## src/rtl/mul_div_unit.sv

```systemverilog
// Multi-cycle MIPS-style HI/LO unit: MULT/MULTU (5 cycles), DIV/DIVU (10 cycles), MTHI/MTLO (immediate).
// Starts are ignored while busy; the divider exists only when MDU_DIV_EN is defined.
module mul_div_unit (
    input  logic        clk,
    input  logic        reset,
    input  logic        mduStart,
    input  logic [2:0]  mduOp,
    input  logic [31:0] mduA,
    input  logic [31:0] mduB,
    output logic [31:0] mduHi,
    output logic [31:0] mduLo,
    output logic        mduBusy
);

    localparam logic [2:0] OP_MULT  = 3'd1;
    localparam logic [2:0] OP_MULTU = 3'd2;
    localparam logic [2:0] OP_DIV   = 3'd3;
    localparam logic [2:0] OP_DIVU  = 3'd4;
    localparam logic [2:0] OP_MTHI  = 3'd5;
    localparam logic [2:0] OP_MTLO  = 3'd6;

    typedef enum logic {IDLE, BUSY} state_t;

    state_t      state, state_nxt;
    logic [3:0]  cnt, cnt_nxt;
    logic [31:0] a_q, a_nxt, b_q, b_nxt;
    logic [2:0]  op_q, op_nxt;
    logic [31:0] hi, hi_nxt, lo, lo_nxt;

    logic        start_mul, start_div, op_is_mul;
    logic [63:0] a_ext, b_ext, product;

    assign start_mul = (mduOp == OP_MULT) || (mduOp == OP_MULTU);
    assign op_is_mul = (op_q == OP_MULT) || (op_q == OP_MULTU);

    // Sign-extend for MULT; the low 64 bits of the product are then exact.
    assign a_ext   = {{32{(op_q == OP_MULT) & a_q[31]}}, a_q};
    assign b_ext   = {{32{(op_q == OP_MULT) & b_q[31]}}, b_q};
    assign product = a_ext * b_ext;

`ifdef MDU_DIV_EN
    logic        a_neg, b_neg;
    logic [31:0] a_mag, b_mag, q_mag, r_mag, quot, rem;

    assign start_div = (mduOp == OP_DIV) || (mduOp == OP_DIVU);
    // Divide magnitudes unsigned so 0x80000000 / -1 wraps cleanly to 0x80000000.
    assign a_neg = (op_q == OP_DIV) & a_q[31];
    assign b_neg = (op_q == OP_DIV) & b_q[31];
    assign a_mag = a_neg ? -a_q : a_q;
    assign b_mag = b_neg ? -b_q : b_q;
    assign q_mag = a_mag / b_mag;
    assign r_mag = a_mag % b_mag;
    assign quot  = (a_neg ^ b_neg) ? -q_mag : q_mag;
    assign rem   = a_neg ? -r_mag : r_mag;
`else
    assign start_div = 1'b0;
`endif

    always_comb begin
        state_nxt = state;
        cnt_nxt   = cnt;
        a_nxt     = a_q;
        b_nxt     = b_q;
        op_nxt    = op_q;
        hi_nxt    = hi;
        lo_nxt    = lo;
        case (state)
            IDLE: begin
                if (mduStart) begin
                    if (start_mul || start_div) begin
                        a_nxt     = mduA;
                        b_nxt     = mduB;
                        op_nxt    = mduOp;
                        cnt_nxt   = start_mul ? 4'd4 : 4'd9;
                        state_nxt = BUSY;
                    end else if (mduOp == OP_MTHI) begin
                        hi_nxt = mduA;
                    end else if (mduOp == OP_MTLO) begin
                        lo_nxt = mduA;
                    end
                end
            end
            BUSY: begin
                if (cnt == 4'd0) begin
                    state_nxt = IDLE;
                    if (op_is_mul) begin
                        hi_nxt = product[63:32];
                        lo_nxt = product[31:0];
                    end
`ifdef MDU_DIV_EN
                    else if (b_q != 32'd0) begin
                        hi_nxt = rem;
                        lo_nxt = quot;
                    end
`endif
                end else begin
                    cnt_nxt = cnt - 4'd1;
                end
            end
            default: state_nxt = IDLE;
        endcase
    end

    always_ff @(posedge clk) begin
        if (reset) begin
            state <= IDLE;
            cnt   <= 4'd0;
            a_q   <= 32'd0;
            b_q   <= 32'd0;
            op_q  <= 3'd0;
            hi    <= 32'd0;
            lo    <= 32'd0;
        end else begin
            state <= state_nxt;
            cnt   <= cnt_nxt;
            a_q   <= a_nxt;
            b_q   <= b_nxt;
            op_q  <= op_nxt;
            hi    <= hi_nxt;
            lo    <= lo_nxt;
        end
    end

    assign mduHi   = hi;
    assign mduLo   = lo;
    assign mduBusy = (state == BUSY);

endmodule

```

## config.mk

```make
export PLATFORM = sky130hd
export DESIGN_NAME = mul_div_unit
export DESIGN_NICKNAME = d
export VERILOG_FILES = /design/src/rtl/mul_div_unit.sv
export SDC_FILE = /design/constraint.sdc
export NUM_CORES = 2
export LEC_CHECK = 0
export ABC_AREA = 1
export CORE_ASPECT_RATIO = 0.9
export CORE_MARGIN = 2
export CORE_UTILIZATION = 35
export CTS_BUF_LIST = sky130_fd_sc_hd__clkbuf_2
export DETAILED_ROUTE_END_ITERATION = 12
export GPL_TIMING_DRIVEN = 1
export PLACE_DENSITY = 0.55
export SYNTH_ARGS = -nofsm -noshare
export SYNTH_HDL_FRONTEND = slang
export SYNTH_SLANG_ARGS = --single-unit
export TNS_END_PERCENT = 20
```

## constraint.sdc

```tcl
create_clock -name clk -period 9 [get_ports clk]
set_input_delay 1.35 -clock clk [delete_from_list [all_inputs] [get_ports clk]]
set_output_delay 1.35 -clock clk [all_outputs]
set_load 0.01 [all_outputs]
```

==> flow_metrics.env <==
export IMPL_first_iter_violations=2824
export IMPL_r2r_setup_slack_ns=0.36
export IMPL_ctsResizeCount=0
export IMPL_ys_ff_latch=136
export IMPL_ys_warn_count=0
export IMPL_startpoint_type="flop"
export IMPL_place_area_um2=48560
export IMPL_cts_hold_buf=0
export IMPL_die_area_um2=131600
export IMPL_ir_drop_v=0.00008464
export IMPL_maxCapViolCount=0
export IMPL_netlist_area_leader_share_pct=50.01
export IMPL_post_cts_buffers=0
export IMPL_slew_limit_headroom_pct=9.308
export IMPL_drive_gt1_share_pct=4.390
export IMPL_post_route_min_period_ns=8.643
export IMPL_worstReg2RegStart="a_q[27]"
export IMPL_r2r_cells=19
export IMPL_path_buf_inv=3
export IMPL_crit_top_cell="fa_1"
export IMPL_vias_per_cell=4.843
export IMPL_synthArstFlopShare_pct=0
export IMPL_worstPathRequired_ns=9.99
export IMPL_fin_area_um2=48820
export IMPL_cts_clk_slew_worst_paths_ns=0.32
export IMPL_synthesis_nets=7117
export IMPL_vias=35950
export IMPL_yosys_area_top_type="fa_1"
export IMPL_power_mw=1.770
export IMPL_worst_clock_skew_ns=0.1107
export IMPL_max_stage_delay_ns=1.11
export IMPL_end_kind="flop"
export IMPL_dp_hpwl_um=128700
export IMPL_root_buffer="clkbuf_2"
export IMPL_syn_inst=5708
export IMPL_clock_latency_ns=1.18
export IMPL_grt_pass1_vias=37490
export IMPL_wirelength_um=149800
export IMPL_hold_start="b_q[28]"
export IMPL_detail_route_wl_per_cell_um=20.18
export IMPL_antenna_found_initial=6
export IMPL_area_growth_pct=8.404
export IMPL_place_congestion=0.9829
export IMPL_crit_chain="nand2_1, fa_1, fa_1, inv_1, fa_1, fa_1, inv_1, fa_1, fa_1, fa_1, inv_1, fa_1, ha_1, a21oi_1, o21ai_0, a21oi_1, nand3_2, o21ai_0, a21oi_1"
export IMPL_initial_utilization_pct=35.36
export IMPL_rsz0062_at_grt="false"
export IMPL_synth_edf_count=0
export IMPL_timing_rr_end="mduLo[31]"
export IMPL_total_leakage_power_nw=23.95
export IMPL_track_usage_pct=23.60
export IMPL_cts_buffer_depth=2
export IMPL_worst_pin_slew_ns=1.346
export IMPL_coreArea_um2=127400
export IMPL_tns_ns=0
export IMPL_netlist_top_cells_area="fa_1, inv_1, nand2_1"
export IMPL_powerDensity_nw_per_um2=36.25
export IMPL_fp_dieW_um=382.1
export IMPL_path_class="flop to flop"
export IMPL_synth_top_family_by_area="adder cells"
export IMPL_syn_avg_cell_area_um2=7.890
export IMPL_syn_cell_area_um2=45040
export IMPL_dr_pass1_iters=5
export IMPL_synth_fa_ha_area_share_pct=55.95
export IMPL_cts_sinks=136
export IMPL_synth_xor_area_share_pct=0.2723
export IMPL_synthTopCellsByCount="inv_1, nand2_1, fa_1"
export IMPL_synth_simple_area_share_pct=16.47
export IMPL_synthDistinctLibCells=44
export IMPL_setup_viol=0
export IMPL_ys_seq_area_share_pct=6.045
export IMPL_fin_crit_sh_pct=96.03
export IMPL_hold_viol=0
export IMPL_io_pins=135
export IMPL_slew_viol_final=0
export IMPL_nNetsFinal=7113
export IMPL_synth_most_common_cell="inv_1"
export IMPL_max_freq_mhz=115.7
export IMPL_cp_arrival_ns=9.63
export IMPL_htreeDepth=4
export IMPL_grt_pass1_wl_um=232700
export IMPL_holdCritPathClass="flop to flop"
export IMPL_synth_ff_type="dfxtp_1"
export IMPL_drc=0
export IMPL_ant_nets=0
export IMPL_gr_total_overflow=0
export IMPL_yosys_mux_area_fraction_pct=0
export IMPL_cts_buffers=17
export IMPL_synth_compound_area_share_pct=5.198
export IMPL_worst_path_max_delay_cell="o21ai_0"
export IMPL_grt_max_degree=80
export IMPL_holdPathEnd="b_q[28]"
export IMPL_outcome="finished, final reports clean"
export IMPL_fin_cells=7423
export IMPL_worstHoldPathCells=2
export IMPL_path_max_fanout=15
export IMPL_die_y_um=344.3
export IMPL_cts_tree="built"
export IMPL_cp_top_family="adder cells"
export IMPL_rows=124
export IMPL_final_util_pct=38.33
export IMPL_critPathLaunch="a_q[27]"
export IMPL_place_inst=7386
export IMPL_numPortBuffers=134
[cell type report]
class / count / area, um^2
Antenna cell: 5 / 12.51
Clock buffer: 17 / 85.08
Clock inverter: 15 / 150.1
Fill cell: 13420 / 78560
Inverter: 1601 / 6013
Multi-Input combinational cell: 3657 / 35100
Sequential cell: 136 / 2728
Tap cell: 1701 / 2128
Timing Repair Buffer: 291 / 2603
[report_power, final]
part           internal (mW)  switching [mW]
Combinational          0.223           0.411
Clock                 0.0915           0.351
Sequential             0.633          0.0608
[sequential cells by signal, summed over array words and instances, names as in the netlist]
name,cells
mduBusy,1
b_q,32
a_q,32
cnt,4
op_q,3
mduLo,32
mduHi,32
[placed cells by master (no fill, tap or decap), types with 3 or more instances in the layout]
master,instances
xor2_1,8
nand3_1,116
o21bai_1,14
or2_2,11
a31oi_1,14
inv_1,1590
nand3b_1,7
o21ai_1,9
clkbuf_2,17
ha_1,214
inv_2,10
inv_8,4
dfxtp_2,4
or2_0,4
o21ai_0,135
buf_4,150
diode_2,5
clkinvlp_4,3
nand2_2,6
nor2_1,203
xnor2_1,6
nand2_1,1461
a21o_1,4
o21a_1,7
nor3_1,19
a21oi_1,235
nand4_1,24
clkdlybuf4s50_1,133
buf_12,7
inv_6,6
fa_1,1124
a21oi_2,10
nor2_2,6
dfxtp_1,132
[worst reg2reg max path, delay by kind of cell (launching register included)]
kind	cells	cell delay, ns
DFF	1	0.99
and+or+nand+nor	2	0.51
buffers and inverters	3	0.16
adders and majority gates	9	4.64
AOI/OAI and AO/OA	5	2.21
[kinds of logic (layout without fill, tap and decap cells)]
| family | after synthesis | in the layout |
|---|---|---|
| adders and majority gates | 1339 | 1339 |
| xor gates and xnor gates | 14 | 14 |
| DFF | 136 | 136 |
| other | 0 | 5 |
| and+or+nand+nor | 1870 | 1870 |
| buffers and inverters | 1915 | 1924 |
| AOI/OAI and AO/OA | 434 | 434 |
[worst max path at each step]
stage	slack (ns)	depth (start not counted)	end
CTS	0.38	28	mduHi[28]
detailed placement	0.42	28	mduHi[28]
finish	0.36	19	mduLo[31]
global route	0.06	30	mduHi[28]
global placement	0.34	30	mduHi[28]
floorplan	1.59	29	mduHi[24]
[per-stage QoR]
stage               hold slack [ns]  worst slack [ns]
global placement             0.4575            0.3383
floorplan                    0.4437             1.592
detailed placement           0.4613            0.4192
global route                 0.5108           0.06470
finish                       0.4927            0.3570
CTS                          0.4883            0.3773
[layer usage]
metal  track usage, %  wire (um)  up-vias
met5                0         13        -
met4            4.560       2854        2
met3            4.551      11090      115
met2            37.34      68580     1178
met1            33.82      67270    18510
li1                 -          -    16140
No activity file was read; power rests on OpenSTA's default activity.
